`config.mk`:
```
export PLATFORM = sky130hd
export DESIGN_NAME = key_debounce
export DESIGN_NICKNAME = d
export VERILOG_FILES = /design/src/rtl/key_debounce.sv
export SDC_FILE = /design/constraint.sdc
export NUM_CORES = 1
export LEC_CHECK = 0
export CELL_PAD_IN_SITES_DETAIL_PLACEMENT = 1
export CELL_PAD_IN_SITES_GLOBAL_PLACEMENT = 2
export CORE_MARGIN = 2
export CORE_UTILIZATION = 39
export CTS_CLUSTER_SIZE = 20
export DETAILED_ROUTE_END_ITERATION = 10
export PLACE_DENSITY = 0.74
export RECOVER_POWER = 25
export SLEW_MARGIN = 25
export SYNTH_ARGS = -nofsm -noshare
export SYNTH_HDL_FRONTEND = slang
export SYNTH_SLANG_ARGS = --single-unit
```
`constraint.sdc`:
```
create_clock -name clk -period 2.9 [get_ports clk]
set_input_delay 0.87 -clock clk [delete_from_list [all_inputs] [get_ports clk]]
set_output_delay 0.87 -clock clk [all_outputs]
set_load 0.1 [all_outputs]
```
`src/rtl/key_debounce.sv`:
```
// Debounced push-button front end: synchroniser, debounce FSM,
// registered level plus press / release / long-press pulses.
//
// Ports:
//   clk         system clock, all flops on rising edge
//   rst_n       asynchronous active-low reset
//   button      raw key input, asynchronous, 1 = pressed
//   key_level   debounced key state
//   key_press   one-cycle pulse on confirmed press
//   key_release one-cycle pulse on confirmed release
//   key_long    one-cycle pulse once per press held past LONG_CNT+1 cycles
module key_debounce #(
   parameter logic [20:0] DEB_CNT  = 21'd1_999_999,
   parameter logic [26:0] LONG_CNT = 27'd99_999_999
) (
   input  logic clk,
   input  logic rst_n,
   input  logic button,
   output logic key_level,
   output logic key_press,
   output logic key_release,
   output logic key_long
);

   typedef enum logic [1:0] {
      IDLE,
      PRESS_CHK,
      PRESSED,
      RELEASE_CHK
   } state_t;

   localparam logic [26:0] DEB_W = 27'(DEB_CNT);

   logic        s1_q, s2_q;
   state_t      state_q, state_d;
   logic [26:0] cnt_q, cnt_d;
   logic        long_done_q, long_done_d;
   logic        level_q, level_d;
   logic        press_q, press_d;
   logic        release_q, release_d;
   logic        long_q, long_d;

   always_ff @(posedge clk or negedge rst_n) begin
      if (!rst_n) begin
         s1_q        <= 1'b0;
         s2_q        <= 1'b0;
         state_q     <= IDLE;
         cnt_q       <= '0;
         long_done_q <= 1'b0;
         level_q     <= 1'b0;
         press_q     <= 1'b0;
         release_q   <= 1'b0;
         long_q      <= 1'b0;
      end else begin
         s1_q        <= button;
         s2_q        <= s1_q;
         state_q     <= state_d;
         cnt_q       <= cnt_d;
         long_done_q <= long_done_d;
         level_q     <= level_d;
         press_q     <= press_d;
         release_q   <= release_d;
         long_q      <= long_d;
      end
   end

   always_comb begin
      state_d     = state_q;
      cnt_d       = cnt_q;
      long_done_d = long_done_q;
      level_d     = level_q;
      press_d     = 1'b0;
      release_d   = 1'b0;
      long_d      = 1'b0;
      case (state_q)
         IDLE: begin
            cnt_d = '0;
            if (s2_q) begin
               state_d = PRESS_CHK;
            end
         end
         PRESS_CHK: begin
            if (!s2_q) begin
               state_d = IDLE;
               cnt_d   = '0;
            end else if (cnt_q == DEB_W) begin
               state_d = PRESSED;
               cnt_d   = '0;
               level_d = 1'b1;
               press_d = 1'b1;
            end else begin
               cnt_d = cnt_q + 27'd1;
            end
         end
         PRESSED: begin
            if (!s2_q) begin
               state_d = RELEASE_CHK;
               cnt_d   = '0;
            end else if (cnt_q < LONG_CNT) begin
               cnt_d = cnt_q + 27'd1;
            end else if (!long_done_q) begin
               // counter saturates; long_done keeps this to one pulse
               long_d      = 1'b1;
               long_done_d = 1'b1;
            end
         end
         RELEASE_CHK: begin
            if (s2_q) begin
               // bounce during release: back to held, long_done kept
               state_d = PRESSED;
               cnt_d   = '0;
            end else if (cnt_q == DEB_W) begin
               state_d     = IDLE;
               cnt_d       = '0;
               level_d     = 1'b0;
               release_d   = 1'b1;
               long_done_d = 1'b0;
            end else begin
               cnt_d = cnt_q + 27'd1;
            end
         end
         default: begin
            state_d = IDLE;
            cnt_d   = '0;
         end
      endcase
   end

   assign key_level   = level_q;
   assign key_press   = press_q;
   assign key_release = release_q;
   assign key_long    = long_q;

endmodule

```
==> impl_metrics.toml, run 1 <==
[status]
status = "finished with violations"
violations = "capacitance limit, slew limit"

[clock_tree]
htree_levels = 2
cts_resized = 0
cts.clk_slew.worst_paths_ps = 80
clock_latency_ps = 290
cts_hold_buf = 0
root_buffer = "clkbuf_8"
cts_setup_buffers = 0
cts_tree = "done"
cts.sinks = 36
cts_buffers = 5
clock_path_buffers = 2

[setup_path]
reg2reg_depth = 6
crit_buf_inv = 1
slowest_delay_ps = 560
critPathMaxFanout = 9
cp_cell_sequence = "or4_1 > or4_4 > nor4b_4 > buf_4 > nor4_1 > mux2i_1"
slowest_stage = "or4_1"
worstSetupStartpointType = "register"
cp.depth = 6
r2r-start = "cnt_q[11]"
cp.arrival_ps = 2780
critPathKind = "register to register"
reg2reg_to = "cnt_q[5]"
crit_required_ps = 3110
regToRegSetupSlack_ps = 330
cp-end-kind = "register"
path_delay_family = "simple AND/OR/NAND/NOR gates"

[placed_design]
dp_hpwl_mm = 4.06
post-place-ws_ps = 348
portBuffers = 6
gp_congestion = 0.800

[logic_synthesis]
synth_ff_type = "dfrtp_1"
ys_ff_latch = 36
synth_fp_nets = 238
yosys_warnings = 0
synth-edff-count = 0
syn_area_um2 = 2230
synth_top_area_frac = 0.403
synth_cell_types = 51
synth.top_cells.by_area = "dfrtp_1 (40%), clkbuf_8 (4.3%), nand3_1 (3.8%)"
ys_seq_area_frac = 0.403
syn_inst = 234
async_reset_ff_frac = 1.00
synth_top_area_cell = "dfrtp_1"
syn_area_per_cell_um2 = 9.54

[power]
pwr_density_cell_nw_per_um2 = 381
vdd_drop_max_v = 0.000242
p_leak_uw = 0.000865
p_total_uw = 900

[sta]
finalCritPeriodShare = 0.885
drv_slew = 37
rsz0062_at_grt = "false"
setup_violations = 0
finClkSkew_ps = 9.73
max_slew_margin = -0.328
worstMarginPinSlew_ps = 1990
setup-tns-final_ps = 0
setup_ws_ps = 332
fmax_ghz = 0.389
hold_viol_final = 0
fin_crit_ps = 2570

[global_route]
grt_max_degree = 37
grt_pass1_vias = 1991
antenna_found_initial = 0
track_usage = 0.204
globalRouteOverflowTotal = 0
grt_pass1_wl_mm = 10.0

[worst_hold_path]
min-delay-start = "s1_q"
hold_class = "register to register"
whs_endpoint = "s2_q"
hold_depth = 0

[detailed_routing]
vias_per_cell = 6.32
num_vias = 1972
ant_nets = 0
wl_mm = 5.84
wl_per_cell_um = 18.7
drt_iter0_markers = 103
drc = 0
firstDrtPassIters = 4

[floorplanning]
start_util = 0.406
die_h_um = 79.7
design.core.area_um2 = 5510
die-width_um = 79.7
pin_count = 7
std_cell_rows = 27
dieArea_um2 = 6350

[finish]
antenna_cells = 0
area_growth_pct = 5.66
nets = 243
drive_above_1_share = 0.142

[flow_run]
maxCapViolations = 1
==> power by group <==
group,total [µW],internal (µW),switching (µW)
Clock,357,167,190
Combinational,33.3,9.02,24.3
Sequential,510,505,4.65
==> cell families after synthesis <==
family	after synthesis	share of synthesized area
and+or+nand+nor	113	0.317
AOI/OAI and AO/OA	54	0.161
DFF	36	0.403
buffers and inverters	22	0.0790
muxes	6	0.0269
xor gates and xnor gates	2	0.00784
adders and majority gates	1	0.00560
==> worst reg2reg max path, cell delays in order, from the launching register on <==
cell and delay (ps):
dfrtp_1 480, or4_1 560, or4_4 440, nor4b_4 490
buf_4 260, nor4_1 70, mux2i_1 210
==> synthesized netlist by cell type (7+ instances only) <==
library cell	n
nand2_1	19
o21ai_0	10
or4_1	10
nor4_1	7
nand3b_1	7
a21oi_1	15
o31ai_1	10
dfrtp_1	36
inv_1	8
nor2_1	9
nand3_1	17
nor3_1	7
clkbuf_8	7
==> layer usage <==
layer / vias to the layer above / track usage / share of wire
met5: - / 0 / 0
met4: 0 / 0.0552 / 0.0096
met3: 7 / 0.0396 / 0.027
met2: 35 / 0.329 / 0.48
met1: 1015 / 0.280 / 0.48
li1: 915 / - / -
==> metrics by stage <==
| stage | area [µm²] | instances | util | hold slack [ps] |
|---|---|---|---|---|
| floorplan | 2230 | 234 | - | 331 |
| CTS | 2360 | 312 | 0.429 | 360 |
| detailed placement | 2270 | 304 | 0.413 | 342 |
| global route | 2360 | 312 | 0.429 | 373 |
| global placement | 2270 | 304 | 0.413 | 342 |
| finish | 2360 | 312 | 0.429 | 356 |
==> how the worst max path moves through the flow <==
stage / start / to / slack (ps)
after global placement: cnt_q[11] / cnt_q[8] / 360
after detailed placement: cnt_q[11] / cnt_q[5] / 350
final: cnt_q[11] / cnt_q[5] / 330
after global routing: rst_n / cnt_q[14] / 230
after CTS: cnt_q[11] / cnt_q[5] / 340
after floorplan: cnt_q[11] / cnt_q[8] / 600
==> cells in the final DEF, fill, tap and decap left out, types with 5 or more instances in the layout <==
master and instances:
mux2i_1 6, nand2_1 19, buf_4 10, dfrtp_1 36
nand4_1 6, o31ai_1 10, a21oi_1 15, clkbuf_8 5
o21ai_0 10, nor3_1 7, nor4_1 7, inv_1 8
nand3b_1 7, nor2_1 9, nand3_1 17, or4_1 10
or3_1 6
==> sequential cells by signal, summed over array words and instances, names as in the netlist, named ones only <==
| signal | flops |
|---|---|
| cnt_q | 27 |
| key_level | 1 |
| key_long | 1 |
| key_press | 1 |
| key_release | 1 |
| long_done_q | 1 |
| s1_q | 1 |
| s2_q | 1 |
| state_q | 1 |
==> area by class of cell <==
type	count	area, µm²
multi-input cells	176	1160
clock buffers	5	68.8
fillers	647	3150
flip-flops and latches	36	901
well taps	72	90.1
repair buffers	12	88.8
clock inverters	3	18.8
inverters	8	30.0
(Power assumes the default switching activity.)
==> run 2, diff against run 1 <==
- CAP_MARGIN: not set -> 20
- CORE_UTILIZATION: 39 -> 41
- DONT_BUFFER_PORTS: not set -> 1
- GPL_ROUTABILITY_DRIVEN: not set -> 0
- PLACE_DENSITY: 0.74 -> 0.75
==> run 2 against run 1 <==
  * The run now ends clean
  * Clock power rose by 5%
  * Combinational power shrank 31%
  * Critical path depth did not move
  * Setup slack gained 86 ps
  * Core utilization rose by 2.1 points
  * Clock-buffer cell count did not move
  * Sequential power about the same
  * Critical path type unchanged
  * Largest cell class unchanged
  * Largest power group unchanged
==> impl_metrics.toml, run 2 (synthesized netlist as in run 1, its figures left out) <==
[global_route]
globalRouteOverflowTotal = 0
grt_max_degree = 37
antenna_found_initial = 0
track_usage = 0.211
grt_pass1_vias = 2001
grt_pass1_wl_mm = 10.3

[finish]
mostFrequentLayoutCell = "dfrtp_1"
antenna_cells = 0
nets = 238
area_growth_pct = 4.15
drive_above_1_share = 0.132
largest_reg_flops = 27
fill_cells = 585
mostFrequentLayoutCells = "dfrtp_1 (36), nand2_1 (19), nand3_1 (17)"
regMostFlops = "cnt_q"

[power]
pwr_density_cell_nw_per_um2 = 390
p_leak_uw = 0.000834
vdd_drop_max_v = 0.000252

[clock_tree]
cts.sinks = 36
cts_tree = "done"
cts_setup_buffers = 0
clock_latency_ps = 300
cts_buffers = 5
clock_path_buffers = 2
root_buffer = "clkbuf_8"
cts.clk_slew.worst_paths_ps = 80
htree_levels = 2
cts_hold_buf = 0
cts_resized = 0

[sta]
rsz0062_at_grt = "false"
fmax_ghz = 0.403
setup_violations = 0
hold_viol_final = 0
finClkSkew_ps = 7.70
fin_crit_ps = 2480
setup_ws_ps = 419
worstMarginPinSlew_ps = 872
setup-tns-final_ps = 0
finalCritPeriodShare = 0.856
max_slew_margin = 0.419
drv_slew = 0

[setup_path]
cp_cell_sequence = "or4_2 > nor4_1 > nand4_1 > buf_4 > nand2_1 > a21oi_1"
r2r-start = "cnt_q[8]"
cp.arrival_ps = 2630
worstSetupStartpointType = "register"
crit_required_ps = 3040
crit_start = "cnt_q[8]"
critPathKind = "register to register"
critPathMaxFanout = 14
cp-end-kind = "register"
slowest_delay_ps = 690
slowest_stage = "or4_2"

[floorplanning]
std_cell_rows = 26
die_h_um = 77.8
start_util = 0.432
die-width_um = 77.8
pin_count = 7
dieArea_um2 = 6050
design.core.area_um2 = 5170

[detailed_routing]
firstDrtPassIters = 4
drt_iter0_markers = 107
vias_per_cell = 6.38
wl_mm = 5.94
num_vias = 1946
wl_per_cell_um = 19.5
ant_nets = 0
drc = 0

[flow_run]
maxCapViolations = 0

[placed_design]
post-place-ws_ps = 468
portBuffers = 0
dp_hpwl_mm = 4.20

[worst_hold_path]
hold_class = "input pin to asynchronous set/reset pin"

[status]
status = "finished, final reports clean"
run 2: cell types whose count changed in the layout (fill, tap and decap cells not counted), sizes merged:
cell / previous run / this run
buf: 10 / 7
clkbuf: 6 / 5
clkinv: 3 / 1
clkinvlp: 0 / 2
dlygate4sd3: 1 / 0
run 2: final cells by class:
| class | count | area (µm²) | area share |
|---|---|---|---|
| sequential | 36 | 901 | 0.387 |
| clock buffer | 5 | 68.8 | 0.0296 |
| timing repair buffer | 7 | 52.6 | 0.0226 |
| clock inverter | 3 | 23.8 | 0.0102 |
| inverter | 8 | 30.0 | 0.0129 |
| multi-input combinational | 176 | 1160 | 0.500 |
| tap | 70 | 87.6 | 0.0377 |
run 2: per-layer routing:
| metal | routed length (µm) | share of wire | up-vias | track usage |
|---|---|---|---|---|
| li1 | - | - | 903 | - |
| met1 | 2810 | 0.47 | 1001 | 0.296 |
| met2 | 2900 | 0.49 | 36 | 0.341 |
| met3 | 188 | 0.032 | 6 | 0.0442 |
| met4 | 42 | 0.0071 | 0 | 0.0357 |
| met5 | 0 | 0 | - | 0 |
run 2: where the power goes:
group | switching (µW) | internal [µW] | total (µW)
sequential | 4.72 | 505 | 510
clock | 205 | 170 | 375
combinational | 14.9 | 8.06 | 23.0
total | 224 | 683 | 908
run 2: path summary, 6_finish.rpt:
check / end / cells past startpoint / slack (ps)
max in group asynchronous: cnt_q[3] / 0 / 2540
min reg2reg: s2_q / 0 / 370
max: cnt_q[17] / 6 / 420
min in group clk: s2_q / 0 / 370
min: cnt_q[10] / 0 / 260
max reg2reg: cnt_q[17] / 6 / 420
run 2: critical path, delay by kind of cell (launching register included):
kind                   cells  cell delay (ps)
AO/OA/AOI/OAI              1              120
AND/OR/NAND/NOR            4             1540
buffers and inverters      1              200
flip-flops                 1              470
run 2: through the flow:
stage                      util  hold WS [ps]  instance area [µm²]  total power, µW  std cells
final                     0.450           256                 2330              908        305
after floorplan               -           331                 2230              538        234
after detailed placement  0.432           349                 2230              543        297
after global placement    0.432           333                 2230              541        297
after CTS                 0.450           249                 2330              916        305
after global routing      0.450           244                 2330              940        305
==> run 3, diff against run 2 <==
- CORE_UTILIZATION: 41 -> 44
- PLACE_DENSITY: 0.75 -> 0.8
- clock period: 2.9 -> 3.09 ns (I/O delays scaled with it)
==> run 3 against run 2 <==
  * Maximum frequency grew 0.34%
  * Register-to-register slack gained 200 ps
  * Setup slack gained 200 ps
  * Sequential cell count is the same
  * Cell count shrank 1.6%
  * Wire length shrank 2.6%
  * Clock power grew 11%
  * Total power grew 0.78%
  * Clock-buffer cell count grew 1
  * Worst hold slack gained 66 ps
  * Largest cell class unchanged
==> impl_metrics.toml, run 3 (synthesized netlist as in run 1, its figures left out) <==
[clock_tree]
clock_latency_ps = 290
htree_levels = 2
cts_resized = 0
cts.clk_slew.worst_paths_ps = 80
cts_tree = "done"
root_buffer = "clkbuf_8"
cts_setup_buffers = 0
cts_hold_buf = 0
cts.sinks = 36
clock_path_buffers = 2
cts_buffers = 5

[detailed_routing]
drc = 0
wl_per_cell_um = 19.3
drt_iter0_markers = 87
num_vias = 1914
vias_per_cell = 6.38
ant_nets = 0
firstDrtPassIters = 4
wl_mm = 5.78

[sta]
fin_crit_ps = 2470
fmax_ghz = 0.404
rsz0062_at_grt = "false"
worstMarginPinSlew_ps = 922
finClkSkew_ps = 6.56
setup_violations = 0
finalCritPeriodShare = 0.800
hold-worst-slack_ps = 323
hold_viol_final = 0
max_slew_margin = 0.386
setup-tns-final_ps = 0
drv_slew = 0

[flow_run]
maxCapViolations = 0

[power]
p_total_uw = 915
p_leak_uw = 0.000839
pwr_density_cell_nw_per_um2 = 394
vdd_drop_max_v = 0.000207

[placed_design]
dp_hpwl_mm = 4.04
portBuffers = 0
dp.cells = 292

[setup_path]
critPathKind = "register to register"
cp_cell_sequence = "or4_2 > nor4_1 > nand4_1 > buf_4 > nand2_1 > a21oi_1"
slowest_delay_ps = 680
crit_required_ps = 3230
worstSetupStartpointType = "register"
cp.arrival_ps = 2620
crit_buf_inv = 1
critPathMaxFanout = 24
cp-end-kind = "register"
path_delay_family = "simple AND/OR/NAND/NOR gates"
slowest_stage = "or4_2"

[floorplanning]
die-width_um = 75.2
pin_count = 7
die_h_um = 75.2
design.core.area_um2 = 4820
dieArea_um2 = 5660
start_util = 0.464
std_cell_rows = 25

[finish]
instances_no_fill = 300
nets = 236
mostFrequentLayoutCells = "dfrtp_1 (36), nand2_1 (19), nand3_1 (17)"
drive_above_1_share = 0.120
antenna_cells = 0
area_growth_pct = 3.98
regMostFlops = "cnt_q"
largest_reg_flops = 27
mostFrequentLayoutCell = "dfrtp_1"

[worst_hold_path]
hold_class = "input pin to asynchronous set/reset pin"

[global_route]
grt_pass1_vias = 1884
grt_pass1_wl_mm = 9.76
track_usage = 0.230
globalRouteOverflowTotal = 0
antenna_found_initial = 0
grt_max_degree = 37

[status]
status = "finished, final reports clean"
## run 3: stage by stage
| step | worst slack (ps) | area, µm² | util |
|---|---|---|---|
| final | 617 | 2320 | 0.482 |
| after global routing | 441 | 2320 | 0.482 |
| after CTS | 618 | 2320 | 0.482 |
| after floorplan | 793 | 2230 | - |
| after global placement | 732 | 2210 | 0.460 |
| after detailed placement | 661 | 2210 | 0.460 |
## run 3: worst register-to-register path, cell delays in order, from the launching register on
cell and delay, ps:
dfrtp_1 470, or4_2 680, nor4_1 270, nand4_1 130
buf_4 240, nand2_1 440, a21oi_1 100
## run 3: where the power goes
| group | switching, µW | internal [µW] | leakage, µW |
|---|---|---|---|
| combinational | 14.1 | 7.47 | 0.000289 |
| clock | 175 | 240 | 0.0000552 |
| sequential | 4.23 | 474 | 0.000495 |
## run 3: metal layers
layer	track usage	vias up	wire [µm]
li1	-	910	-
met1	0.323	976	2760
met2	0.373	24	2820
met3	0.0335	4	165
met4	0.0624	0	38
met5	0	-	0
## run 3: layout make-up
type	instances	area [µm²]
repair buffers	5	37.5
multi-input cells	176	1160
fillers	574	2490
well taps	67	83.8
clock buffers	6	72.6
clock inverters	2	35.0
flip-flops and latches	36	901
inverters	8	30.0
## run 3: path summary, 6_finish.rpt
| path | end | depth (start not counted) | slack, ps | from |
|---|---|---|---|---|
| worst min register to register | s2_q | 0 | 360 | s1_q |
| worst max register to register | cnt_q[23] | 6 | 620 | cnt_q[8] |
| min in group clk | s2_q | 0 | 360 | s1_q |
| max in group asynchronous | key_level | 0 | 2670 | rst_n |
| worst max-delay path | cnt_q[23] | 6 | 620 | cnt_q[8] |
| worst min-delay path | cnt_q[8] | 0 | 320 | rst_n |
